<file path="config.mk">
export PLATFORM = sky130hd
export DESIGN_NAME = ex_hazard_controller
export DESIGN_NICKNAME = d
export VERILOG_FILES = /design/src/rtl/ex_hazard_controller.sv
export SDC_FILE = /design/constraint.sdc
export NUM_CORES = 1
export LEC_CHECK = 0
export BUFFER_PORTS_ARGS = -buffer_cell sky130_fd_sc_hd__buf_2
export CAP_MARGIN = 15
export CORE_ASPECT_RATIO = 0.6
export CORE_MARGIN = 5
export CORE_UTILIZATION = 50
export DETAILED_ROUTE_END_ITERATION = 8
export PLACE_DENSITY_LB_ADDON = 0.05
export SLEW_MARGIN = 20
export SYNTH_ARGS = -nofsm -noshare
export SYNTH_HDL_FRONTEND = slang
export SYNTH_SLANG_ARGS = --single-unit
</file>
<file path="constraint.sdc">
create_clock -name clk -period 4.2 [get_ports clk]
set_clock_uncertainty 0.15 [all_clocks]
set_input_delay 0 -clock clk [delete_from_list [all_inputs] [get_ports clk]]
set_output_delay 0 -clock clk [all_outputs]
set_load 0.1 [all_outputs]
</file>
<file path="src/rtl/ex_hazard_controller.sv">
// Pipeline sequencing controller: multi-cycle Execute sequencing, load-use
// hazard stall, taken-branch squash and a saturating stall-cycle counter.
module ex_hazard_controller #(
  parameter int unsigned MUL_LAT = 3,
  parameter int unsigned DIV_LAT = 8,
  parameter int unsigned CNT_W   = 16
) (
  input  logic             clk,
  input  logic             reset,
  input  logic             validD,
  input  logic [3:0]       rs1D,
  input  logic [3:0]       rs2D,
  input  logic             usesRs1D,
  input  logic             usesRs2D,
  input  logic             validE,
  input  logic [3:0]       rdE,
  input  logic             isWbE,
  input  logic             isLdE,
  input  logic             isMulE,
  input  logic             isDivE,
  input  logic             isModE,
  input  logic             branchTakenE,
  output logic             stallFD,
  output logic [1:0]       stallDE,
  output logic             bubbleDE,
  output logic             flushFD,
  output logic             bubbleEM,
  output logic             exBusy,
  output logic             exDone,
  output logic [CNT_W-1:0] stallCycles
);

  typedef enum logic [1:0] {RUN, BUSY, LAST} state_t;

  localparam logic [7:0] MUL_L = 8'(MUL_LAT);
  localparam logic [7:0] DIV_L = 8'(DIV_LAT);

  state_t           state;
  logic [7:0]       cnt;
  logic [CNT_W-1:0] stall_cnt;

  logic       start;
  logic [7:0] lat;
  logic       mc_stall;
  logic       mc_done;
  logic       load_use;
  logic       br_flush;

  // Decode the multi-cycle start and the hazard conditions for this cycle
  always_comb begin
    start    = (state == RUN) && validE && (isMulE || isDivE || isModE);
    lat      = isMulE ? MUL_L : DIV_L;
    mc_stall = (state == BUSY) || (start && (lat >= 8'd2));
    mc_done  = (state == LAST) || (start && (lat == 8'd1));
    load_use = (state == RUN) && !start && validE && isLdE && isWbE && validD &&
               ((usesRs1D && (rs1D == rdE)) || (usesRs2D && (rs2D == rdE)));
    br_flush = (state == RUN) && !mc_stall && branchTakenE;
  end

  // Pipeline controls: multi-cycle stall beats branch squash beats load-use
  always_comb begin
    stallFD  = 1'b0;
    stallDE  = 2'd0;
    bubbleDE = 1'b0;
    flushFD  = 1'b0;
    bubbleEM = 1'b0;
    exBusy   = 1'b0;
    exDone   = 1'b0;
    if (!reset) begin
      exDone = mc_done;
      if (mc_stall) begin
        stallFD  = 1'b1;
        stallDE  = 2'd2;
        bubbleEM = 1'b1;
        exBusy   = 1'b1;
      end else if (br_flush) begin
        flushFD  = 1'b1;
        bubbleDE = 1'b1;
      end else if (load_use) begin
        stallFD  = 1'b1;
        stallDE  = 2'd1;
        bubbleDE = 1'b1;
      end
    end
  end

  // Multi-cycle sequencer; cnt holds the BUSY cycles still to go
  always_ff @(posedge clk) begin
    if (reset) begin
      state <= RUN;
      cnt   <= '0;
    end else begin
      case (state)
        RUN: begin
          if (start) begin
            if (lat >= 8'd3) begin
              state <= BUSY;
              cnt   <= lat - 8'd2;
            end else if (lat == 8'd2) begin
              state <= LAST;
            end
          end
        end
        BUSY: begin
          if (cnt == 8'd1) state <= LAST;
          else             cnt   <= cnt - 8'd1;
        end
        LAST:    state <= RUN;
        default: state <= RUN;
      endcase
    end
  end

  // Saturating count of cycles in which Fetch was held
  always_ff @(posedge clk) begin
    if (reset) begin
      stall_cnt <= '0;
    end else if (stallFD && (stall_cnt != '1)) begin
      stall_cnt <= stall_cnt + CNT_W'(1);
    end
  end

  // Counter register is masked so every output reads 0 during reset
  assign stallCycles = reset ? '0 : stall_cnt;

endmodule

</file>
==> run_summary.xml, run 1 <==
<?xml version="1.0" encoding="UTF-8"?>
<metrics>
  <group name="run_status">
    <metric name="run_status" unit="">complete, no violations</metric>
  </group>
  <group name="sta">
    <metric name="slew_viol_final" unit="">0</metric>
    <metric name="timing.slew.headroom" unit="%">51.2</metric>
    <metric name="fmax" unit="GHz">0.377</metric>
    <metric name="timing.final.ws_setup" unit="ps">1550</metric>
    <metric name="rsz0062_at_grt" unit="">no</metric>
    <metric name="post-route-period-util" unit="%">63.2</metric>
    <metric name="final-setup-viol-count" unit="">0</metric>
    <metric name="worst-slew-pin-transition" unit="ps">732</metric>
    <metric name="setup_tns" unit="ps">0</metric>
    <metric name="hold_fails_final_rpt" unit="">0</metric>
    <metric name="finalWorstPathRequiredPeriod" unit="ps">2650</metric>
  </group>
  <group name="clocking">
    <metric name="max-clock-path-buffers" unit="">2</metric>
    <metric name="htree_levels" unit="">1</metric>
    <metric name="cts_sinks" unit="">26</metric>
    <metric name="insertion_delay" unit="ps">270</metric>
    <metric name="ctsRootBufferMaster" unit="">sky130_fd_sc_hd__clkbuf_8</metric>
    <metric name="worst_setup_hold_path_clk_slew" unit="ps">80</metric>
    <metric name="cts_inserted_buffers" unit="">3</metric>
    <metric name="cts.hold.buffers_added" unit="">2</metric>
    <metric name="ctsResizeCount" unit="">0</metric>
    <metric name="cts_tree" unit="">yes</metric>
    <metric name="post_cts.repair.setup_buffers" unit="">0</metric>
  </group>
  <group name="final_layout">
    <metric name="finalCoreUtilization" unit="%">64.5</metric>
    <metric name="num_antenna_cells" unit="">0</metric>
    <metric name="final_nets" unit="">280</metric>
    <metric name="area_growth" unit="%">19.9</metric>
    <metric name="instances_no_fill" unit="">293</metric>
    <metric name="layout.filler_cells" unit="">292</metric>
    <metric name="drive_above_1_share" unit="%">25.1</metric>
  </group>
  <group name="critical_path">
    <metric name="timing.critical_path.buf_inv" unit="">3</metric>
    <metric name="timing.reg2reg.setup_slack" unit="ps">1960</metric>
    <metric name="crit_path_cell_count" unit="">8</metric>
    <metric name="timing.setup.critical_path_class" unit="">in2out</metric>
    <metric name="crit_path_max_fanout" unit="">5</metric>
    <metric name="critPathRequiredTime" unit="ps">4050</metric>
    <metric name="worst_path_cell_chain" unit="">dlygate4sd3_1, buf_2, or3_4, nor4_1, o21ai_0, o21ai_0, nor2b_1, buf_2</metric>
    <metric name="worstSetupEndpointType" unit="">output port</metric>
    <metric name="critPathTopFamily" unit="">buffers and inverters</metric>
    <metric name="critical-path-max-stage-delay" unit="ps">540</metric>
    <metric name="r2r_cells" unit="">7</metric>
    <metric name="crit_path_start_kind" unit="">input port</metric>
    <metric name="critPathArrivalTime" unit="ps">2500</metric>
    <metric name="crit_slowest_cell" unit="">sky130_fd_sc_hd__dlygate4sd3_1</metric>
  </group>
  <group name="detailed_routing">
    <metric name="routed_wl" unit="mm">3.78</metric>
    <metric name="drtAntennaViolNets" unit="">0</metric>
    <metric name="num_vias" unit="">1557</metric>
    <metric name="drc_errors" unit="">0</metric>
    <metric name="route.detailed.wl_per_inst" unit="µm">12.9</metric>
    <metric name="dr.pass1.iters" unit="">4</metric>
    <metric name="detail_route.iter0.violations" unit="">84</metric>
    <metric name="route.detailed.vias_per_inst" unit="">5.31</metric>
  </group>
  <group name="grt">
    <metric name="grt_first_pass_wirelength" unit="mm">6.27</metric>
    <metric name="overflow_left_after_global_routing" unit="">0</metric>
    <metric name="via_count_of_the_first_global_routing_pass" unit="">1405</metric>
    <metric name="antenna_found_initial" unit="">0</metric>
    <metric name="grt_max_degree" unit="">43</metric>
    <metric name="grt.total_usage" unit="%">18.4</metric>
  </group>
  <group name="synthesis">
    <metric name="number_of_flops_mapped_to_enable_cells_by_yosys" unit="">0</metric>
    <metric name="synth_top_area_share" unit="%">32.9</metric>
    <metric name="synth_cell_types" unit="">39</metric>
    <metric name="netlist_top_cells_count" unit="">sky130_fd_sc_hd__nor2_1 (30), sky130_fd_sc_hd__dfxtp_1 (26), sky130_fd_sc_hd__nor2b_1 (16)</metric>
    <metric name="synthDominantAreaCellType" unit="">sky130_fd_sc_hd__dfxtp_1</metric>
    <metric name="ranking_of_synthesized_cells_by_area" unit="">sky130_fd_sc_hd__dfxtp_1 (33%), sky130_fd_sc_hd__nor2_1 (7.1%), sky130_fd_sc_hd__nor2b_1 (6.3%), sky130_fd_sc_hd__a21oi_1 (4.1%), sky130_fd_sc_hd__xor2_1 (3.9%)</metric>
    <metric name="synth_top_flop_cell" unit="">sky130_fd_sc_hd__dfxtp_1</metric>
    <metric name="syn_nets" unit="">233</metric>
    <metric name="synth.cell_area" unit="µm²">1580</metric>
    <metric name="yosys_register_bits" unit="">26</metric>
    <metric name="syn-mean-instance-area" unit="µm²">7.69</metric>
    <metric name="ys_warn_count" unit="">0</metric>
    <metric name="seq_total_area_yosys" unit="%">32.9</metric>
    <metric name="async_reset_ff_share" unit="%">0</metric>
    <metric name="synthesis.instances" unit="">206</metric>
    <metric name="synth.most_common_cell" unit="">sky130_fd_sc_hd__nor2_1</metric>
  </group>
  <group name="floorplanning">
    <metric name="initial_core_util" unit="%">53.8</metric>
    <metric name="floorplan.core_area" unit="µm²">2950</metric>
    <metric name="core.rowCount" unit="">15</metric>
    <metric name="die_y" unit="µm">53.6</metric>
    <metric name="die-area" unit="µm²">4430</metric>
    <metric name="die_x" unit="µm">82.7</metric>
    <metric name="top_level_ports" unit="">48</metric>
  </group>
  <group name="hold_path">
    <metric name="min-delay-path-class" unit="">in2reg</metric>
    <metric name="timing.hold.worst_path_depth" unit="">4</metric>
  </group>
  <group name="place">
    <metric name="pre_cts_slack" unit="ps">1990</metric>
    <metric name="detailed_place_hpwl" unit="mm">2.88</metric>
    <metric name="gp_congestion" unit="">0.765</metric>
    <metric name="io_buffer_count" unit="">47</metric>
    <metric name="total_instance_count_after_detailed_placement" unit="">288</metric>
  </group>
  <group name="job">
    <metric name="max_cap_viols" unit="">0</metric>
  </group>
  <group name="power">
    <metric name="worst_ir_drop_vdd" unit="mV">0.182</metric>
    <metric name="power.static_leakage" unit="nW">0.831</metric>
    <metric name="power_density" unit="nW/µm²">309</metric>
  </group>
</metrics>
-- where the power goes --
part           internal (W)  leakage (nW)  switching [W]
Clock             0.0000642        0.0216      0.0000732
Sequential         0.000261         0.211      0.0000160
Combinational     0.0000546         0.599       0.000118
Total              0.000380         0.831       0.000207
-- tightest hold or removal path: stages --
cell and delay [ps]:
sky130_fd_sc_hd__buf_2 70, sky130_fd_sc_hd__or3_4 120, sky130_fd_sc_hd__a31o_2 200, sky130_fd_sc_hd__nor2_1 50
-- layer usage --
layer	up-vias	share of wire, %	global-route usage (%)	wire, µm
li1	817	-	-	-
met1	711	53	26.1	1990
met2	27	40	27.7	1500
met3	2	6.8	4.85	258
met4	0	0.64	4.89	24
met5	-	0	0	0
-- area by class of cell --
type | instances | area (µm²) | area share (%)
timing repair buffer | 49 | 255 | 13.4
inverter | 7 | 26.3 | 1.38
tap | 42 | 52.6 | 2.77
clock buffer | 3 | 41.3 | 2.17
sequential | 26 | 520 | 27.4
multi-input combinational | 166 | 1000 | 52.8
-- state kept, by name, summed over array words and instances, names as in the netlist --
register   flops
cnt            8
state          2
stall_cnt     16
-- cells in the final DEF, fill, tap and decap left out, drive strengths merged, types with 4 or more instances in the layout --
master / Yosys / routed
nand2: 15 / 15
dfxtp: 26 / 26
xor2: 7 / 7
buf: 2 / 47
nor2b: 16 / 16
nor4: 6 / 6
inv: 7 / 7
nand2b: 4 / 4
nor2: 30 / 30
o31ai: 4 / 4
o21ai: 11 / 11
nor3: 4 / 4
a21oi: 13 / 13
and3: 9 / 9
nand3: 11 / 11
mux2: 5 / 5
xnor2: 4 / 4
-- through the flow --
step | total power, W | hold WS (ps) | cell area [µm²]
global placement | 0.000451 | 190 | 1840
detailed placement | 0.000453 | 183 | 1840
global route | 0.000625 | 116 | 1900
finish | 0.000587 | 73.0 | 1900
CTS | 0.000594 | 66.6 | 1900
floorplan | 0.000415 | 21.5 | 1580
-- worst paths after layout --
check                            startpoint                        end
setup / recovery                     isMulE                    stallFD
hold reg to reg   stall_cnt[4]$_SDFFE_PP0P_  stall_cnt[4]$_SDFFE_PP0P_
hold / removal                       isModE        cnt[4]$_SDFFE_PP0P_
setup reg to reg  stall_cnt[8]$_SDFFE_PP0P_  stall_cnt[9]$_SDFFE_PP0P_
-- logic make-up (layout without fill, tap and decap cells) --
group / Yosys count / count (layout) / share of synthesized area (%)
AO/OA/AOI/OAI: 39 / 39 / 15.6
multiplexers: 5 / 5 / 3.55
flip-flops: 26 / 26 / 32.9
buffers and inverters: 14 / 59 / 3.79
AND/OR/NAND/NOR: 108 / 108 / 35.8
XOR/XNOR: 11 / 11 / 6.08
adder cells (fa/ha/maj): 3 / 3 / 2.37
(Power assumes the default switching activity.)
==> run 2: changes to the inputs <==
--- a/config.mk
+++ b/config.mk
@@ -9,7 +9,7 @@
 export CAP_MARGIN = 15
 export CORE_ASPECT_RATIO = 0.6
 export CORE_MARGIN = 5
-export CORE_UTILIZATION = 50
+export CORE_UTILIZATION = 46
 export DETAILED_ROUTE_END_ITERATION = 8
 export PLACE_DENSITY_LB_ADDON = 0.05
 export SLEW_MARGIN = 20
==> constraint.sdc (replaced) <==
create_clock -name clk -period 2.4 [get_ports clk]
set_clock_uncertainty 0.15 [all_clocks]
set_input_delay 0 -clock clk [delete_from_list [all_inputs] [get_ports clk]]
set_output_delay 0 -clock clk [all_outputs]
set_load 0.1 [all_outputs]
==> run 2 against run 1 <==
Net effect:
- non-clock buffer count increased by 1
- wire length about the same
- total power increased by 83%
- hold slack got worse by 56 ps
- core utilization decreased by 4.9 points
- sequential share of layout area decreased by 0.81 points
- setup slack got worse by 1400 ps
- clock power increased by 100%
- critical endpoint is now stall_cnt[10]$_SDFFE_PP0P_
- largest power group unchanged
==> run_summary.xml, run 2 (synthesis gave the netlist of run 1 again) <==
<?xml version="1.0" encoding="UTF-8"?>
<metrics>
  <group name="run_status">
    <metric name="run_status" unit="">complete, no violations</metric>
  </group>
  <group name="clocking">
    <metric name="worst_setup_hold_path_clk_slew" unit="ps">90</metric>
    <metric name="cts_inserted_buffers" unit="">3</metric>
    <metric name="htree_levels" unit="">1</metric>
    <metric name="post_cts.repair.setup_buffers" unit="">0</metric>
    <metric name="insertion_delay" unit="ps">270</metric>
    <metric name="max-clock-path-buffers" unit="">2</metric>
    <metric name="ctsRootBufferMaster" unit="">sky130_fd_sc_hd__clkbuf_8</metric>
    <metric name="cts_tree" unit="">yes</metric>
    <metric name="cts_sinks" unit="">26</metric>
    <metric name="ctsResizeCount" unit="">0</metric>
  </group>
  <group name="grt">
    <metric name="grt_max_degree" unit="">25</metric>
    <metric name="grt_first_pass_wirelength" unit="mm">6.82</metric>
    <metric name="overflow_left_after_global_routing" unit="">0</metric>
    <metric name="antenna_found_initial" unit="">0</metric>
    <metric name="grt.total_usage" unit="%">17.0</metric>
    <metric name="via_count_of_the_first_global_routing_pass" unit="">1487</metric>
  </group>
  <group name="floorplanning">
    <metric name="die-area" unit="µm²">4760</metric>
    <metric name="die_x" unit="µm">85.8</metric>
    <metric name="floorplan.core_area" unit="µm²">3280</metric>
    <metric name="top_level_ports" unit="">48</metric>
    <metric name="initial_core_util" unit="%">48.2</metric>
    <metric name="die_y" unit="µm">55.5</metric>
    <metric name="core.rowCount" unit="">16</metric>
  </group>
  <group name="sta">
    <metric name="post-route-period-util" unit="%">93.4</metric>
    <metric name="timing.slew.headroom" unit="%">63.6</metric>
    <metric name="setup_tns" unit="ps">0</metric>
    <metric name="final-setup-viol-count" unit="">0</metric>
    <metric name="rsz0062_at_grt" unit="">no</metric>
    <metric name="finalWorstPathRequiredPeriod" unit="ps">2240</metric>
    <metric name="worst-slew-pin-transition" unit="ps">540</metric>
    <metric name="slew_viol_final" unit="">0</metric>
    <metric name="fmax" unit="GHz">0.446</metric>
    <metric name="hold_fails_final_rpt" unit="">0</metric>
  </group>
  <group name="final_layout">
    <metric name="reg_top3" unit="">stall_cnt x16, cnt x8, state x2</metric>
    <metric name="final_cell_mix" unit="">sky130_fd_sc_hd__buf_2 (46), sky130_fd_sc_hd__nor2_1 (29), sky130_fd_sc_hd__dfxtp_1 (26), sky130_fd_sc_hd__nand2_1 (15), sky130_fd_sc_hd__nor2b_1 (14)</metric>
    <metric name="final_common_cell" unit="">sky130_fd_sc_hd__buf_2</metric>
    <metric name="largest_reg_flops" unit="">16</metric>
    <metric name="num_antenna_cells" unit="">0</metric>
    <metric name="final_nets" unit="">281</metric>
    <metric name="drive_above_1_share" unit="%">27.7</metric>
    <metric name="largest-register" unit="">stall_cnt</metric>
    <metric name="final_design_area_no_fill" unit="µm²">1960</metric>
    <metric name="area_growth" unit="%">23.5</metric>
  </group>
  <group name="critical_path">
    <metric name="critPathRequiredTime" unit="ps">2420</metric>
    <metric name="crit_path_max_fanout" unit="">6</metric>
    <metric name="crit_path_start_kind" unit="">register</metric>
    <metric name="critPathArrivalTime" unit="ps">2260</metric>
    <metric name="timing.setup.critical_path_class" unit="">reg2reg</metric>
    <metric name="r2r_cells" unit="">7</metric>
    <metric name="worstSetupEndpointType" unit="">register</metric>
    <metric name="reg2reg_to" unit="">stall_cnt[10]$_SDFFE_PP0P_</metric>
    <metric name="r2r_start" unit="">stall_cnt[7]$_SDFFE_PP0P_</metric>
    <metric name="timing.reg2reg.setup_slack" unit="ps">160</metric>
  </group>
  <group name="power">
    <metric name="power.static_leakage" unit="nW">0.851</metric>
    <metric name="worst_ir_drop_vdd" unit="mV">0.318</metric>
    <metric name="totalPowerFinal" unit="W">0.00108</metric>
    <metric name="power_density" unit="nW/µm²">550</metric>
  </group>
  <group name="detailed_routing">
    <metric name="detail_route.iter0.violations" unit="">71</metric>
    <metric name="drtAntennaViolNets" unit="">0</metric>
    <metric name="routed_wl" unit="mm">3.78</metric>
    <metric name="num_vias" unit="">1532</metric>
    <metric name="drc_errors" unit="">0</metric>
    <metric name="route.detailed.wl_per_inst" unit="µm">12.7</metric>
    <metric name="dr.pass1.iters" unit="">4</metric>
    <metric name="route.detailed.vias_per_inst" unit="">5.14</metric>
  </group>
  <group name="place">
    <metric name="gp_congestion" unit="">0.797</metric>
    <metric name="io_buffer_count" unit="">47</metric>
    <metric name="placedInstanceArea" unit="µm²">1880</metric>
    <metric name="detailed_place_hpwl" unit="mm">2.93</metric>
  </group>
  <group name="job">
    <metric name="max_cap_viols" unit="">0</metric>
  </group>
  <group name="hold_path">
    <metric name="holdCritStartpoint" unit="">reset</metric>
    <metric name="min-delay-path-class" unit="">in2reg</metric>
    <metric name="timing.hold.worst_path_depth" unit="">2</metric>
    <metric name="hold-path-endpoint" unit="">stall_cnt[9]$_SDFFE_PP0P_</metric>
  </group>
</metrics>
-- run 2: how the worst max path moves through the flow --
| stage | from | endpoint | slack [ps] | cells after the start |
|---|---|---|---|---|
| CTS | stall_cnt[7]$_SDFFE_PP0P_ | stall_cnt[10]$_SDFFE_PP0P_ | 160 | 7 |
| finish | stall_cnt[7]$_SDFFE_PP0P_ | stall_cnt[10]$_SDFFE_PP0P_ | 160 | 7 |
| detailed placement | stall_cnt[7]$_SDFFE_PP0P_ | stall_cnt[10]$_SDFFE_PP0P_ | 180 | 7 |
| global placement | stall_cnt[9]$_SDFFE_PP0P_ | stall_cnt[10]$_SDFFE_PP0P_ | 250 | 7 |
| floorplan | stall_cnt[6]$_SDFFE_PP0P_ | stall_cnt[6]$_SDFFE_PP0P_ | 90 | 3 |
| global route | stall_cnt[7]$_SDFFE_PP0P_ | stall_cnt[10]$_SDFFE_PP0P_ | 10 | 7 |
-- run 2: report_power, final --
| group | switching (W) | leakage [nW] | internal (W) | total, W |
|---|---|---|---|---|
| clock | 0.000133 | 0.0288 | 0.000147 | 0.000280 |
| combinational | 0.000209 | 0.611 | 0.000102 | 0.000311 |
| sequential | 0.0000278 | 0.211 | 0.000457 | 0.000485 |
-- run 2: layout make-up --
| cell class | count | area [µm²] |
|---|---|---|
| Inverter | 7 | 26.3 |
| Tap cell | 45 | 56.3 |
| Timing Repair Buffer | 50 | 278 |
| Fill cell | 314 | 1330 |
| Multi-Input combinational cell | 166 | 1020 |
| Clock buffer | 4 | 55.1 |
| Sequential cell | 26 | 520 |
-- run 2: repair_timing --
action	4_1_cts	5_1_grt
hold buffers	2	0
endpoints found under the hold margin	4	0
setup endpoints to repair	0	0
-- run 2: worst max-delay path, cell delays in order (launching register included) --
cell and delay, ps:
sky130_fd_sc_hd__dfxtp_1 360, sky130_fd_sc_hd__and4_1 190, sky130_fd_sc_hd__and2_1 170, sky130_fd_sc_hd__and3_1 220, sky130_fd_sc_hd__a31oi_2 200, sky130_fd_sc_hd__o21a_1 310, sky130_fd_sc_hd__and3_1 220, sky130_fd_sc_hd__mux2_2 330
-- run 2: routing by layer --
layer / wire (µm) / up-vias / track usage, %
met1: 2040 / 677 / 25.6
li1: - / 816 / -
met5: 0 / - / 0
met4: 8 / 0 / 2.26
met2: 1460 / 37 / 24.0
met3: 265 / 2 / 5.05
-- run 2: per-stage QoR --
step,instances,hold slack (ps),setup slack (ps),util [%]
after floorplan,206,21.5,93.1,-
after global placement,292,202,253,57.3
after detailed placement,292,194,176,57.3
after CTS,298,22.7,164,59.6
after global routing,298,56.6,11.2,59.6
final,298,16.8,159,59.6
==> run 3: changes to the inputs <==
--- a/config.mk
+++ b/config.mk
@@ -11,7 +11,7 @@
 export CORE_MARGIN = 5
 export CORE_UTILIZATION = 46
 export DETAILED_ROUTE_END_ITERATION = 8
-export PLACE_DENSITY_LB_ADDON = 0.05
+export PLACE_DENSITY = 0.79
 export SLEW_MARGIN = 20
 export SYNTH_ARGS = -nofsm -noshare
 export SYNTH_HDL_FRONTEND = slang
==> run 3 against run 2 <==
Net effect:
- via count is 2.7% higher
- total power rose by 1.3%
- final area increased by 1.5%
- hold slack barely moved
- global-route usage down 0.50 points
- final cell count grew 0.34%
- non-clock buffer count is 1 higher
- sequential cell count stayed put
- sequential power is essentially flat
- critical path type is now in2out
==> run_summary.xml, run 3 (synthesis gave the netlist of run 1 again) <==
<?xml version="1.0" encoding="UTF-8"?>
<metrics>
  <group name="detailed_routing">
    <metric name="routed_wl" unit="mm">3.94</metric>
    <metric name="dr.pass1.iters" unit="">4</metric>
    <metric name="route.detailed.vias_per_inst" unit="">5.26</metric>
    <metric name="detail_route.iter0.violations" unit="">105</metric>
    <metric name="drc_errors" unit="">0</metric>
    <metric name="drtAntennaViolNets" unit="">0</metric>
    <metric name="route.detailed.wl_per_inst" unit="µm">13.2</metric>
    <metric name="num_vias" unit="">1573</metric>
  </group>
  <group name="final_layout">
    <metric name="reg_top3" unit="">stall_cnt x16, cnt x8, state x2</metric>
    <metric name="final_design_area_no_fill" unit="µm²">1990</metric>
    <metric name="largest-register" unit="">stall_cnt</metric>
    <metric name="layout.filler_cells" unit="">296</metric>
    <metric name="num_antenna_cells" unit="">0</metric>
    <metric name="final_common_cell" unit="">sky130_fd_sc_hd__buf_2</metric>
    <metric name="area_growth" unit="%">25.4</metric>
    <metric name="final_cell_mix" unit="">sky130_fd_sc_hd__buf_2 (46), sky130_fd_sc_hd__nor2_1 (29), sky130_fd_sc_hd__dfxtp_1 (26), sky130_fd_sc_hd__nand2_1 (15), sky130_fd_sc_hd__nor2b_1 (14)</metric>
    <metric name="final_nets" unit="">282</metric>
    <metric name="largest_reg_flops" unit="">16</metric>
    <metric name="drive_above_1_share" unit="%">28.3</metric>
  </group>
  <group name="floorplanning">
    <metric name="die_x" unit="µm">85.8</metric>
    <metric name="core.rowCount" unit="">16</metric>
    <metric name="initial_core_util" unit="%">48.2</metric>
    <metric name="floorplan.core_area" unit="µm²">3280</metric>
    <metric name="die-area" unit="µm²">4760</metric>
    <metric name="top_level_ports" unit="">48</metric>
    <metric name="die_y" unit="µm">55.5</metric>
  </group>
  <group name="hold_path">
    <metric name="min-delay-path-class" unit="">in2reg</metric>
  </group>
  <group name="critical_path">
    <metric name="worstSetupEndpointType" unit="">output port</metric>
    <metric name="critPathTopFamily" unit="">buffers and inverters</metric>
    <metric name="worstSetupEndpoint" unit="">stallFD</metric>
    <metric name="timing.setup.critical_path_class" unit="">in2out</metric>
    <metric name="critPathRequiredTime" unit="ps">2250</metric>
    <metric name="reg2reg_to" unit="">stall_cnt[9]$_SDFFE_PP0P_</metric>
    <metric name="crit_slowest_cell" unit="">sky130_fd_sc_hd__dlygate4sd3_1</metric>
    <metric name="crit_path_max_fanout" unit="">5</metric>
    <metric name="crit_path_start" unit="">isMulE</metric>
    <metric name="worst_path_cell_chain" unit="">dlygate4sd3_1, buf_2, or3_4, nor4_1, o21ai_1, o21ai_0, buf_4, nor2b_4, buf_12</metric>
    <metric name="crit_path_start_kind" unit="">input port</metric>
    <metric name="crit_path_cell_count" unit="">9</metric>
    <metric name="r2r_start" unit="">stall_cnt[7]$_SDFFE_PP0P_</metric>
    <metric name="r2r_cells" unit="">7</metric>
    <metric name="critPathArrivalTime" unit="ps">2180</metric>
    <metric name="timing.critical_path.buf_inv" unit="">4</metric>
    <metric name="critical-path-max-stage-delay" unit="ps">530</metric>
    <metric name="timing.reg2reg.setup_slack" unit="ps">190</metric>
  </group>
  <group name="sta">
    <metric name="final-setup-viol-count" unit="">0</metric>
    <metric name="post-route-period-util" unit="%">97.2</metric>
    <metric name="fmax" unit="GHz">0.429</metric>
    <metric name="timing.slew.headroom" unit="%">66.4</metric>
    <metric name="hold_fails_final_rpt" unit="">0</metric>
    <metric name="slew_viol_final" unit="">0</metric>
    <metric name="setup_tns" unit="ps">0</metric>
    <metric name="rsz0062_at_grt" unit="">no</metric>
    <metric name="worst-slew-pin-transition" unit="ps">501</metric>
    <metric name="finalWorstPathRequiredPeriod" unit="ps">2330</metric>
    <metric name="timing.final.ws_setup" unit="ps">68.1</metric>
  </group>
  <group name="place">
    <metric name="gp_congestion" unit="">0.849</metric>
    <metric name="pre_cts_slack" unit="ps">217</metric>
    <metric name="placedInstanceArea" unit="µm²">1890</metric>
    <metric name="detailed_place_hpwl" unit="mm">3.02</metric>
    <metric name="io_buffer_count" unit="">47</metric>
  </group>
  <group name="power">
    <metric name="power.static_leakage" unit="nW">0.867</metric>
    <metric name="power_density" unit="nW/µm²">549</metric>
    <metric name="worst_ir_drop_vdd" unit="mV">0.289</metric>
  </group>
  <group name="clocking">
    <metric name="htree_levels" unit="">1</metric>
    <metric name="worst_setup_hold_path_clk_slew" unit="ps">90</metric>
    <metric name="cts_tree" unit="">yes</metric>
    <metric name="cts_sinks" unit="">26</metric>
    <metric name="max-clock-path-buffers" unit="">2</metric>
    <metric name="cts_inserted_buffers" unit="">3</metric>
    <metric name="ctsRootBufferMaster" unit="">sky130_fd_sc_hd__clkbuf_8</metric>
    <metric name="post_cts.repair.setup_buffers" unit="">0</metric>
    <metric name="insertion_delay" unit="ps">270</metric>
  </group>
  <group name="grt">
    <metric name="overflow_left_after_global_routing" unit="">0</metric>
    <metric name="grt.total_usage" unit="%">16.5</metric>
    <metric name="antenna_found_initial" unit="">0</metric>
    <metric name="grt_first_pass_wirelength" unit="mm">6.51</metric>
    <metric name="grt_max_degree" unit="">34</metric>
    <metric name="via_count_of_the_first_global_routing_pass" unit="">1446</metric>
  </group>
  <group name="run_status">
    <metric name="run_status" unit="">complete, no violations</metric>
  </group>
  <group name="job">
    <metric name="max_cap_viols" unit="">0</metric>
  </group>
</metrics>
==> run 3: cell types whose count changed in the layout (fill, tap and decap cells not counted) <==
| cell | before | now |
|---|---|---|
| sky130_fd_sc_hd__buf_4 | 1 | 2 |
| sky130_fd_sc_hd__o21a_1 | 1 | 0 |
| sky130_fd_sc_hd__o21ai_1 | 0 | 1 |
| sky130_fd_sc_hd__o21ai_2 | 1 | 0 |
| sky130_fd_sc_hd__nor4_4 | 0 | 1 |
| sky130_fd_sc_hd__o21ai_4 | 0 | 1 |
| sky130_fd_sc_hd__o21ai_0 | 10 | 9 |
| sky130_fd_sc_hd__nor4_2 | 1 | 0 |
| sky130_fd_sc_hd__nor2b_2 | 2 | 1 |
| sky130_fd_sc_hd__o21a_2 | 1 | 2 |
| sky130_fd_sc_hd__nor2b_4 | 0 | 1 |
==> run 3: worst reg2reg max path, cell delays in order (launching register included) <==
cell	delay, ps
sky130_fd_sc_hd__dfxtp_1	360
sky130_fd_sc_hd__and4_1	190
sky130_fd_sc_hd__and2_1	170
sky130_fd_sc_hd__and3_1	220
sky130_fd_sc_hd__a31oi_2	250
sky130_fd_sc_hd__o21ai_4	180
sky130_fd_sc_hd__or4_1	490
sky130_fd_sc_hd__a21oi_1	140
==> run 3: what timing repair did <==
action / in CTS / in global routing
setup endpoints to repair: 0 / 3
hold buffers: 2 / 0
gates resized for setup: 0 / 5
endpoints found under the hold margin: 4 / 0
==> run 3: worst min path at each step <==
stage                       from                         end  slack, ps  cells past startpoint
after floorplan            reset   stall_cnt[6]$_SDFFE_PP0P_         20                      2
after global placement    isMulE         cnt[0]$_SDFFE_PP0P_        180                      3
after detailed placement  isMulE         cnt[0]$_SDFFE_PP0P_        180                      3
after CTS                  reset  stall_cnt[10]$_SDFFE_PP0P_          6                      3
after global routing       reset  stall_cnt[11]$_SDFFE_PP0P_         40                      3
final                      reset  stall_cnt[11]$_SDFFE_PP0P_         20                      3
==> run 3: layout make-up <==
type	instances	area, µm²	share of cell area [%]
multi-input combinational	166	1040	52.5
tap	45	56.3	2.83
timing repair buffer	51	285	14.4
clock buffer	4	55.1	2.77
inverter	7	26.3	1.32
sequential	26	520	26.2
==> run 3: power by group <==
| part | total, W | switching [W] | leakage (nW) | internal (W) |
|---|---|---|---|---|
| Clock | 0.000281 | 0.000134 | 0.0288 | 0.000147 |
| Sequential | 0.000486 | 0.0000296 | 0.211 | 0.000457 |
| Combinational | 0.000323 | 0.000216 | 0.627 | 0.000107 |
| Total | 0.00109 | 0.000379 | 0.867 | 0.000711 |
==> run 3: metrics by stage <==
stage	cells	hold WS, ps	utilization [%]	power (W)
detailed placement	293	183	57.5	0.000806
floorplan	206	21.5	-	0.000729
global placement	293	179	57.5	0.000802
global route	299	35.1	60.5	0.00115
CTS	299	5.78	59.8	0.00109
finish	299	17.3	60.5	0.00109
==> run 3: layer usage <==
metal | up-vias | share of wire, % | track usage (%)
met1 | 699 | 50 | 23.0
met5 | - | 0 | 0
li1 | 820 | - | -
met2 | 52 | 41 | 24.9
met4 | 0 | 0.48 | 3.61
met3 | 2 | 8.4 | 4.90
